`src/rtl/axil_bram_pkg.sv`:
```
// Shared definitions for the AXI4-Lite to BRAM bridge.
//   RESP_OKAY / RESP_SLVERR : AXI response codes
//   state_t                 : bridge FSM states
//   PRIO_READ / PRIO_WRITE  : round-robin priority values
//   clog2()                 : elaboration-time ceiling log2
package axil_bram_pkg;

   localparam logic [1:0] RESP_OKAY   = 2'b00;
   localparam logic [1:0] RESP_SLVERR = 2'b10;

   localparam logic PRIO_READ  = 1'b0;
   localparam logic PRIO_WRITE = 1'b1;

   typedef enum logic [2:0] {
      IDLE     = 3'd0,
      RD_WAIT  = 3'd1,
      RD_RESP  = 3'd2,
      WR_DATA  = 3'd3,
      WR_ISSUE = 3'd4,
      WR_RESP  = 3'd5
   } state_t;

   function automatic int clog2(input int value);
      int r;
      r = 0;
      for (int i = 0; i < 32; i++) begin
         if ((1 << r) < value) r++;
      end
      return r;
   endfunction

endpackage

```
`src/rtl/axil_bram_bridge_if.sv`:
```
// AXI4-Lite slave channel bundle (AR, R, AW, W, B).
//   slave  modport : used by the bridge (inputs = valid/addr/data/ready from the bus)
//   master modport : used by whoever drives the bus (interconnect or bench)
interface axil_bram_bridge_if #(
   parameter int DATA_W = 32,
   parameter int ADDR_W = 32
);
   logic [ADDR_W-1:0]   araddr;
   logic                arvalid;
   logic                arready;
   logic [DATA_W-1:0]   rdata;
   logic [1:0]          rresp;
   logic                rvalid;
   logic                rready;
   logic [ADDR_W-1:0]   awaddr;
   logic                awvalid;
   logic                awready;
   logic [DATA_W-1:0]   wdata;
   logic [DATA_W/8-1:0] wstrb;
   logic                wvalid;
   logic                wready;
   logic [1:0]          bresp;
   logic                bvalid;
   logic                bready;

   modport slave (
      input  araddr, arvalid, rready, awaddr, awvalid, wdata, wstrb, wvalid, bready,
      output arready, rdata, rresp, rvalid, awready, wready, bresp, bvalid
   );

   modport master (
      output araddr, arvalid, rready, awaddr, awvalid, wdata, wstrb, wvalid, bready,
      input  arready, rdata, rresp, rvalid, awready, wready, bresp, bvalid
   );
endinterface

```
`src/rtl/axil_rr_arb2.sv`:
```
// Two-requester round-robin arbiter: req[0] = read, req[1] = write.
//   clk, rstn : clock, synchronous active-low reset (priority returns to read)
//   req       : request vector
//   advance   : a grant was taken this cycle; priority moves to the other side
//   grant     : one-hot (or zero) combinational grant
module axil_rr_arb2
   import axil_bram_pkg::*;
(
   input  logic       clk,
   input  logic       rstn,
   input  logic [1:0] req,
   input  logic       advance,
   output logic [1:0] grant
);

   logic prio_q;

   always_comb begin
      grant    = 2'b00;
      grant[0] = req[0] && (!req[1] || prio_q == PRIO_READ);
      grant[1] = req[1] && (!req[0] || prio_q == PRIO_WRITE);
   end

   always_ff @(posedge clk) begin
      if (!rstn) begin
         prio_q <= PRIO_READ;
      end else if (advance) begin
         prio_q <= grant[0] ? PRIO_WRITE : PRIO_READ;
      end
   end

endmodule

```
`src/rtl/axil_bram_bridge.sv`:
```
// AXI4-Lite slave to single-port BRAM bridge, one outstanding transaction.
//   clk, rstn  : clock, synchronous active-low reset
//   s_axi      : AXI4-Lite slave channels (axil_bram_bridge_if.slave)
//   bram_addr  : BRAM word address (byte address >> log2(DATA_W/8), truncated)
//   bram_din   : BRAM write data
//   bram_dout  : BRAM read data, valid RD_LAT edges after bram_en
//   bram_en    : single-cycle access enable
//   bram_we    : byte write enables, only non-zero in WR_ISSUE
// Out-of-range addresses never touch the BRAM and answer SLVERR (rdata = 0).
module axil_bram_bridge
   import axil_bram_pkg::*;
#(
   parameter int DATA_W  = 32,
   parameter int ADDR_W  = 32,
   parameter int BRAM_AW = 12,
   parameter int RD_LAT  = 2
) (
   input  logic                 clk,
   input  logic                 rstn,
   axil_bram_bridge_if.slave    s_axi,
   output logic [BRAM_AW-1:0]   bram_addr,
   output logic [DATA_W-1:0]    bram_din,
   input  logic [DATA_W-1:0]    bram_dout,
   output logic                 bram_en,
   output logic [DATA_W/8-1:0]  bram_we
);

   localparam int STRB_W = DATA_W / 8;
   localparam int OFF_W  = clog2(STRB_W);
   localparam logic [2:0] LAT_LAST = 3'(RD_LAT);

   state_t              state_q, state_d;
   logic [1:0]          req, grant;
   logic [ADDR_W-1:0]   sel_addr, lat_word;
   logic                lat_oor;
   logic [BRAM_AW-1:0]  addr_q;
   logic                oor_q;
   logic [DATA_W-1:0]   wdata_q;
   logic [STRB_W-1:0]   wstrb_q;
   logic [2:0]          cnt_q;
   logic                rvalid_q, bvalid_q;
   logic [DATA_W-1:0]   rdata_q;
   logic [1:0]          rresp_q, bresp_q;

   // Only IDLE presents requests, so a grant is also the AR/AW handshake.
   assign req = (state_q == IDLE) ? {s_axi.awvalid, s_axi.arvalid} : 2'b00;

   axil_rr_arb2 u_arb (
      .clk     (clk),
      .rstn    (rstn),
      .req     (req),
      .advance (|grant),
      .grant   (grant)
   );

   // Word index of the granted address; any bit above BRAM_AW means out of range.
   assign sel_addr = grant[0] ? s_axi.araddr : s_axi.awaddr;
   assign lat_word = sel_addr >> OFF_W;
   assign lat_oor  = |(lat_word >> BRAM_AW);

   always_ff @(posedge clk) begin
      if (!rstn) state_q <= IDLE;
      else       state_q <= state_d;
   end

   always_comb begin
      state_d        = state_q;
      s_axi.arready  = 1'b0;
      s_axi.awready  = 1'b0;
      s_axi.wready   = 1'b0;
      bram_en        = 1'b0;
      bram_we        = '0;
      case (state_q)
         IDLE: begin
            s_axi.arready = grant[0];
            s_axi.awready = grant[1];
            // W is only taken together with its AW, never ahead of it.
            s_axi.wready  = grant[1] && s_axi.wvalid;
            if (grant[0])      state_d = RD_WAIT;
            else if (grant[1]) state_d = s_axi.wvalid ? WR_ISSUE : WR_DATA;
         end
         RD_WAIT: begin
            bram_en = (cnt_q == 3'd0) && !oor_q;
            if (cnt_q == LAT_LAST) state_d = RD_RESP;
         end
         RD_RESP: begin
            if (s_axi.rready) state_d = IDLE;
         end
         WR_DATA: begin
            s_axi.wready = 1'b1;
            if (s_axi.wvalid) state_d = WR_ISSUE;
         end
         WR_ISSUE: begin
            bram_en = !oor_q;
            bram_we = oor_q ? '0 : wstrb_q;
            state_d = WR_RESP;
         end
         WR_RESP: begin
            if (s_axi.bready) state_d = IDLE;
         end
         default: state_d = IDLE;
      endcase
   end

   always_ff @(posedge clk) begin
      if (!rstn) begin
         addr_q   <= '0;
         oor_q    <= 1'b0;
         wdata_q  <= '0;
         wstrb_q  <= '0;
         cnt_q    <= '0;
         rvalid_q <= 1'b0;
         rdata_q  <= '0;
         rresp_q  <= RESP_OKAY;
         bvalid_q <= 1'b0;
         bresp_q  <= RESP_OKAY;
      end else begin
         if (state_q == IDLE && |grant) begin
            addr_q <= lat_word[BRAM_AW-1:0];
            oor_q  <= lat_oor;
         end
         if (s_axi.wready && s_axi.wvalid) begin
            wdata_q <= s_axi.wdata;
            wstrb_q <= s_axi.wstrb;
         end
         // Counts edges since bram_en; at RD_LAT the BRAM output is valid.
         cnt_q <= (state_q == RD_WAIT) ? cnt_q + 3'd1 : 3'd0;
         if (state_q == RD_WAIT && cnt_q == LAT_LAST) begin
            rvalid_q <= 1'b1;
            rdata_q  <= oor_q ? '0 : bram_dout;
            rresp_q  <= oor_q ? RESP_SLVERR : RESP_OKAY;
         end else if (rvalid_q && s_axi.rready) begin
            rvalid_q <= 1'b0;
         end
         if (state_q == WR_ISSUE) begin
            bvalid_q <= 1'b1;
            bresp_q  <= oor_q ? RESP_SLVERR : RESP_OKAY;
         end else if (bvalid_q && s_axi.bready) begin
            bvalid_q <= 1'b0;
         end
      end
   end

   assign s_axi.rvalid = rvalid_q;
   assign s_axi.rdata  = rdata_q;
   assign s_axi.rresp  = rresp_q;
   assign s_axi.bvalid = bvalid_q;
   assign s_axi.bresp  = bresp_q;
   assign bram_addr    = addr_q;
   assign bram_din     = wdata_q;

endmodule

```
`src/flat_wrapper.sv`:
```
// flat-port wrapper written by rule: the top's interface ports become plain ports
module axil_bram_bridge_flat import axil_bram_pkg::*;
#(
   parameter int DATA_W  = 32,
   parameter int ADDR_W  = 32,
   parameter int BRAM_AW = 12,
   parameter int RD_LAT  = 2
)
  (clk, rstn, bram_addr, bram_din, bram_dout, bram_en, bram_we, s_axi_araddr, s_axi_arvalid, s_axi_rready, s_axi_awaddr, s_axi_awvalid, s_axi_wdata, s_axi_wstrb, s_axi_wvalid, s_axi_bready, s_axi_arready, s_axi_rdata, s_axi_rresp, s_axi_rvalid, s_axi_awready, s_axi_wready, s_axi_bresp, s_axi_bvalid);
  axil_bram_bridge_if #(.DATA_W(DATA_W), .ADDR_W(ADDR_W)) s_axi_i ();
  input  logic clk;
  input  logic rstn;
  output logic [BRAM_AW-1:0] bram_addr;
  output logic [DATA_W-1:0] bram_din;
  input  logic [DATA_W-1:0] bram_dout;
  output logic bram_en;
  output logic [DATA_W/8-1:0] bram_we;
  input wire logic [$bits(s_axi_i.araddr)-1:0] s_axi_araddr;
  input wire logic [$bits(s_axi_i.arvalid)-1:0] s_axi_arvalid;
  input wire logic [$bits(s_axi_i.rready)-1:0] s_axi_rready;
  input wire logic [$bits(s_axi_i.awaddr)-1:0] s_axi_awaddr;
  input wire logic [$bits(s_axi_i.awvalid)-1:0] s_axi_awvalid;
  input wire logic [$bits(s_axi_i.wdata)-1:0] s_axi_wdata;
  input wire logic [$bits(s_axi_i.wstrb)-1:0] s_axi_wstrb;
  input wire logic [$bits(s_axi_i.wvalid)-1:0] s_axi_wvalid;
  input wire logic [$bits(s_axi_i.bready)-1:0] s_axi_bready;
  output wire logic [$bits(s_axi_i.arready)-1:0] s_axi_arready;
  output wire logic [$bits(s_axi_i.rdata)-1:0] s_axi_rdata;
  output wire logic [$bits(s_axi_i.rresp)-1:0] s_axi_rresp;
  output wire logic [$bits(s_axi_i.rvalid)-1:0] s_axi_rvalid;
  output wire logic [$bits(s_axi_i.awready)-1:0] s_axi_awready;
  output wire logic [$bits(s_axi_i.wready)-1:0] s_axi_wready;
  output wire logic [$bits(s_axi_i.bresp)-1:0] s_axi_bresp;
  output wire logic [$bits(s_axi_i.bvalid)-1:0] s_axi_bvalid;
  assign s_axi_i.araddr = s_axi_araddr;
  assign s_axi_i.arvalid = s_axi_arvalid;
  assign s_axi_i.rready = s_axi_rready;
  assign s_axi_i.awaddr = s_axi_awaddr;
  assign s_axi_i.awvalid = s_axi_awvalid;
  assign s_axi_i.wdata = s_axi_wdata;
  assign s_axi_i.wstrb = s_axi_wstrb;
  assign s_axi_i.wvalid = s_axi_wvalid;
  assign s_axi_i.bready = s_axi_bready;
  assign s_axi_arready = s_axi_i.arready;
  assign s_axi_rdata = s_axi_i.rdata;
  assign s_axi_rresp = s_axi_i.rresp;
  assign s_axi_rvalid = s_axi_i.rvalid;
  assign s_axi_awready = s_axi_i.awready;
  assign s_axi_wready = s_axi_i.wready;
  assign s_axi_bresp = s_axi_i.bresp;
  assign s_axi_bvalid = s_axi_i.bvalid;
  axil_bram_bridge #(.DATA_W(DATA_W), .ADDR_W(ADDR_W), .BRAM_AW(BRAM_AW), .RD_LAT(RD_LAT)) u_core (.clk(clk), .rstn(rstn), .s_axi(s_axi_i), .bram_addr(bram_addr), .bram_din(bram_din), .bram_dout(bram_dout), .bram_en(bram_en), .bram_we(bram_we));
endmodule
```
`config.mk`:
```
export PLATFORM = sky130hd
export DESIGN_NAME = axil_bram_bridge_flat
export DESIGN_NICKNAME = d
export VERILOG_FILES = /design/src/rtl/axil_bram_pkg.sv /design/src/rtl/axil_bram_bridge_if.sv /design/src/rtl/axil_rr_arb2.sv /design/src/rtl/axil_bram_bridge.sv /design/src/flat_wrapper.sv
export SDC_FILE = /design/constraint.sdc
export NUM_CORES = 1
export LEC_CHECK = 0
export BUFFER_PORTS_ARGS = -buffer_cell sky130_fd_sc_hd__buf_2
export CORE_ASPECT_RATIO = 0.5
export CORE_UTILIZATION = 46
export CTS_BUF_LIST = sky130_fd_sc_hd__clkbuf_2
export CTS_CLUSTER_SIZE = 8
export DETAILED_ROUTE_END_ITERATION = 12
export PLACE_DENSITY_LB_ADDON = 0.25
export SLEW_MARGIN = 20
export SYNTH_ARGS = -nofsm -noshare
export SYNTH_HDL_FRONTEND = slang
export SYNTH_SLANG_ARGS = --single-unit
```
`constraint.sdc`:
```
create_clock -name clk -period 2.45 [get_ports clk]
set_input_delay 0.6125 -clock clk [delete_from_list [all_inputs] [get_ports clk]]
set_output_delay 0.6125 -clock clk [all_outputs]
set_load 0.1 [all_outputs]
```
==> flow_results.xml <==
<?xml version="1.0" encoding="UTF-8"?>
<metrics>
  <group name="route">
    <metric name="via_count" unit="">4239</metric>
    <metric name="drt-wirelength-per-cell" unit="um">14.2</metric>
    <metric name="route.detailed.drc" unit="">0</metric>
    <metric name="drtAntennaViolNets" unit="">0</metric>
    <metric name="via_per_inst" unit="">5.21</metric>
    <metric name="drtIter0Drc" unit="">198</metric>
    <metric name="finalWirelength" unit="um">11500</metric>
    <metric name="firstDrtPassIters" unit="">4</metric>
  </group>
  <group name="cts">
    <metric name="tritoncts_num_sinks" unit="">92</metric>
    <metric name="cts_inserted_buffers" unit="">9</metric>
    <metric name="cts_hold_buffers" unit="">0</metric>
    <metric name="worst_skew_pair.late_latency" unit="ns">0.54</metric>
    <metric name="cts_root_buf" unit="">clkbuf_2</metric>
    <metric name="htree_levels" unit="">3</metric>
    <metric name="clkTransAtPathRegs" unit="ns">0.24</metric>
    <metric name="clockBufferDepth" unit="">2</metric>
    <metric name="tritoncts" unit="">yes</metric>
  </group>
  <group name="floorplanning">
    <metric name="fp.dieW" unit="um">136</metric>
    <metric name="die_y" unit="um">68.9</metric>
    <metric name="core-area" unit="mm^2">0.00832</metric>
    <metric name="num_rows" unit="">23</metric>
    <metric name="initial_core_util" unit="%">49.5</metric>
    <metric name="die_area" unit="mm^2">0.00935</metric>
    <metric name="io_pins" unit="">229</metric>
  </group>
  <group name="synthesis">
    <metric name="synth-edff-count" unit="">0</metric>
    <metric name="synthDistinctLibCells" unit="">53</metric>
    <metric name="synth_area_per_cell" unit="um^2">8.59</metric>
    <metric name="portion_of_the_post_synthesis_area_used_by_sequential_elements" unit="%">44.8</metric>
    <metric name="synth_async_sr_flop_share" unit="%">0</metric>
    <metric name="synth-main-ff-cell" unit="">dfxtp_1</metric>
    <metric name="post_synth_instance_area" unit="mm^2">0.00411</metric>
    <metric name="yosys_register_bits" unit="">92</metric>
    <metric name="yosysWarnings" unit="">0</metric>
    <metric name="synth_cells" unit="">479</metric>
  </group>
  <group name="final_layout">
    <metric name="fin_util" unit="%">67.1</metric>
    <metric name="most_frequent_standard_cell_in_the_layout_excluding_fill_and_tap_cells" unit="">buf_2</metric>
    <metric name="drive_gt1_share" unit="%">41.3</metric>
    <metric name="area_growth" unit="%">35.6</metric>
    <metric name="mostFrequentLayoutCells" unit="">214 x buf_2, 90 x dfxtp_1, 74 x a21oi_1</metric>
    <metric name="number_of_antenna_cells_inserted" unit="">0</metric>
    <metric name="fill_cells" unit="">717</metric>
    <metric name="final_nets" unit="">840</metric>
  </group>
  <group name="sta">
    <metric name="worstMarginPinSlew" unit="ns">0.550</metric>
    <metric name="setup_viol" unit="">1</metric>
    <metric name="fmax" unit="MHz">399</metric>
    <metric name="final.setup_skew" unit="ns">0.0211</metric>
    <metric name="max_slew_margin" unit="%">63.3</metric>
    <metric name="setup_ws" unit="ns">-0.0586</metric>
    <metric name="max_slew_violation_count" unit="">0</metric>
    <metric name="finalCriticalPeriod" unit="ns">2.51</metric>
    <metric name="grt_setup_unrepaired" unit="">true</metric>
    <metric name="hold_viol" unit="">0</metric>
    <metric name="part_of_the_cycle_the_worst_path_needs" unit="%">102</metric>
  </group>
  <group name="global_route">
    <metric name="grt_max_degree" unit="">87</metric>
    <metric name="grt_pass1_wl" unit="um">16900</metric>
    <metric name="globalRoute.totalOverflow" unit="">0</metric>
    <metric name="number_of_global_route_vias_before_repair" unit="">3574</metric>
    <metric name="global_route.usage.total" unit="%">23.3</metric>
    <metric name="grt_antenna_before_repair" unit="">0</metric>
  </group>
  <group name="min_path">
    <metric name="hold_path.class" unit="">in2reg</metric>
  </group>
  <group name="power_and_ir_drop">
    <metric name="cell_internal_pwr" unit="W">0.00282</metric>
    <metric name="switching_share" unit="%">52.3</metric>
    <metric name="power.combinational.fraction" unit="%">57.9</metric>
    <metric name="peak_ir_drop_on_the_vdd_network" unit="mV">1.09</metric>
    <metric name="power_leakage" unit="nW">2.49</metric>
    <metric name="finalPower" unit="W">0.00591</metric>
    <metric name="power_density" unit="mW/mm^2">1060</metric>
    <metric name="power_switching" unit="W">0.00309</metric>
    <metric name="share_seq_of_total_power" unit="%">31.5</metric>
    <metric name="power.clock.fraction" unit="%">10.6</metric>
  </group>
  <group name="place">
    <metric name="pre_cts_slack" unit="ns">0.283</metric>
    <metric name="hpwlAfterDp" unit="um">7830</metric>
    <metric name="port_buffers" unit="">222</metric>
    <metric name="gp_routability_congestion" unit="">0.743</metric>
  </group>
  <group name="critical_path">
    <metric name="crit_path_cell_trace" unit="">or3_4, o41ai_4, buf_12</metric>
    <metric name="worst-endpoint-required" unit="ns">1.84</metric>
    <metric name="path_buf_inv" unit="">1</metric>
    <metric name="arrival" unit="ns">1.90</metric>
    <metric name="critical_path.endpoint_type" unit="">primary output</metric>
    <metric name="rrSetupSlack" unit="ns">0.41</metric>
    <metric name="critical_setup_path_kind" unit="">reg2out</metric>
    <metric name="timing.critical_path.slowest_cell_delay" unit="ns">0.43</metric>
    <metric name="start_kind" unit="">register</metric>
    <metric name="path_max_fanout" unit="">5</metric>
    <metric name="critical_path.slowest_cell" unit="">or3_4</metric>
    <metric name="crit_family" unit="">simple AND/OR/NAND/NOR gates</metric>
  </group>
  <group name="status">
    <metric name="status" unit="">complete, but fails checks</metric>
    <metric name="violations_in_the_final_reports" unit="">negative setup slack</metric>
  </group>
  <group name="job">
    <metric name="drv_cap" unit="">0</metric>
  </group>
</metrics>
-- per-layer routing --
| metal | vias to the layer above | part of all wire (%) | track usage [%] | routed length, um |
|---|---|---|---|---|
| li1 | 2139 | - | - | - |
| met1 | 1921 | 42 | 26.9 | 4870 |
| met2 | 168 | 49 | 41.6 | 5620 |
| met3 | 11 | 8.2 | 8.11 | 946 |
| met4 | 0 | 0.80 | 6.60 | 92 |
| met5 | - | 0 | 0 | 0 |
-- metrics by stage --
stage	instances	TNS (ns)	cell area, um^2	hold WS, ns
2_1_floorplan	480	-0.201	4170	0.417
3_3_place_gp	788	0	5350	0.431
3_5_place_dp	788	0	5350	0.441
4_1_cts	810	-0.583	5530	0.221
5_1_grt	814	-0.474	5580	0.209
6_report	814	-0.0586	5580	0.275
-- cell families after synthesis --
group / Yosys count / share of synthesized area [%]
mux: 2 / 0.882
xor+xnor: 1 / 0.213
buf+inv: 51 / 9.25
compound gates: 142 / 20.1
simple gates: 187 / 23.8
other cells: 1 / 0.0912
flops: 92 / 44.8
fa+ha+maj: 3 / 0.913
-- what timing repair did --
item / in CTS / in global routing
buffers inserted: 7 / 4
endpoints found under the setup margin: 7 / 7
gates resized for setup: 13 / 7
pin swaps: 5 / 2
endpoints found under the hold margin: 0 / 0
-- final cells by class --
cell class,instances,area (um^2),share of cell area [%]
tap,112,140,2.51
clock inverter,5,30.0,0.538
clock buffer,10,50.0,0.897
inverter,8,47.5,0.852
multi-input combinational,337,2000,35.8
sequential,92,1850,33.1
timing repair buffer,250,1470,26.3
-- worst min-delay path: cells and delay by family --
kind | cells | cell delay (ns)
buf+inv | 1 | 0.09
simple gates | 1 | 0.05
compound gates | 1 | 0.05
-- cell usage after synthesis (all sizes together), types with 2 or more instances --
cell type | n | area, um^2
a21oi | 74 | 370
a311oi | 13 | 114
and2 | 4 | 25.0
buf | 9 | 80.1
clkbuf | 30 | 210
clkdlybuf4s50 | 3 | 33.8
dfxtp | 92 | 1840
ha | 3 | 37.5
inv | 7 | 26.3
nand2 | 53 | 199
nand2b | 3 | 18.8
nand3 | 50 | 250
nand3b | 34 | 255
nor2 | 22 | 90.1
nor2b | 2 | 12.5
nor3 | 4 | 25.0
nor3b | 2 | 15.0
nor4 | 8 | 50.1
o21ai | 39 | 195
o22ai | 2 | 12.5
o31ai | 2 | 28.8
-- sequential cells by signal, summed over array words and instances (netlist names) --
signal,count
u_core.s_axi.rvalid,1
u_core.wstrb_q,4
u_core.cnt_q,3
u_core.s_axi.bresp,1
u_core.bram_addr,12
u_core.u_arb.prio_q,1
u_core.s_axi.bvalid,1
u_core.bram_din,32
u_core.oor_q,1
u_core.s_axi.rdata,32
u_core.s_axi.rresp,1
u_core.state_q,3
-- power groups by stage --
stage	logic [W]	registers [W]	clock network, W
final	0.00342	0.00186	0.000627
after global routing	0.00360	0.00189	0.000706
after CTS	0.00337	0.00186	0.000660
after detailed placement	0.00322	0.00189	0
after global placement	0.00320	0.00188	0
after floorplan	0.00141	0.00304	0
-- final timing paths --
kind	start	endpoint	cells after the start
worst min register to register	u_core.s_axi.rdata[25]$_SDFFE_PN0P_	u_core.s_axi.rdata[25]$_SDFFE_PN0P_	2
worst max register to register	u_core.state_q[0]$_SDFFE_PN0P_	u_core.bram_din[0]$_SDFFE_PN0P_	6
worst min-delay path	s_axi_wdata[1]	u_core.bram_din[1]$_SDFFE_PN0P_	3
worst max-delay path	u_core.state_q[0]$_SDFFE_PN0P_	s_axi_wready	3
(Power assumes the default switching activity.)
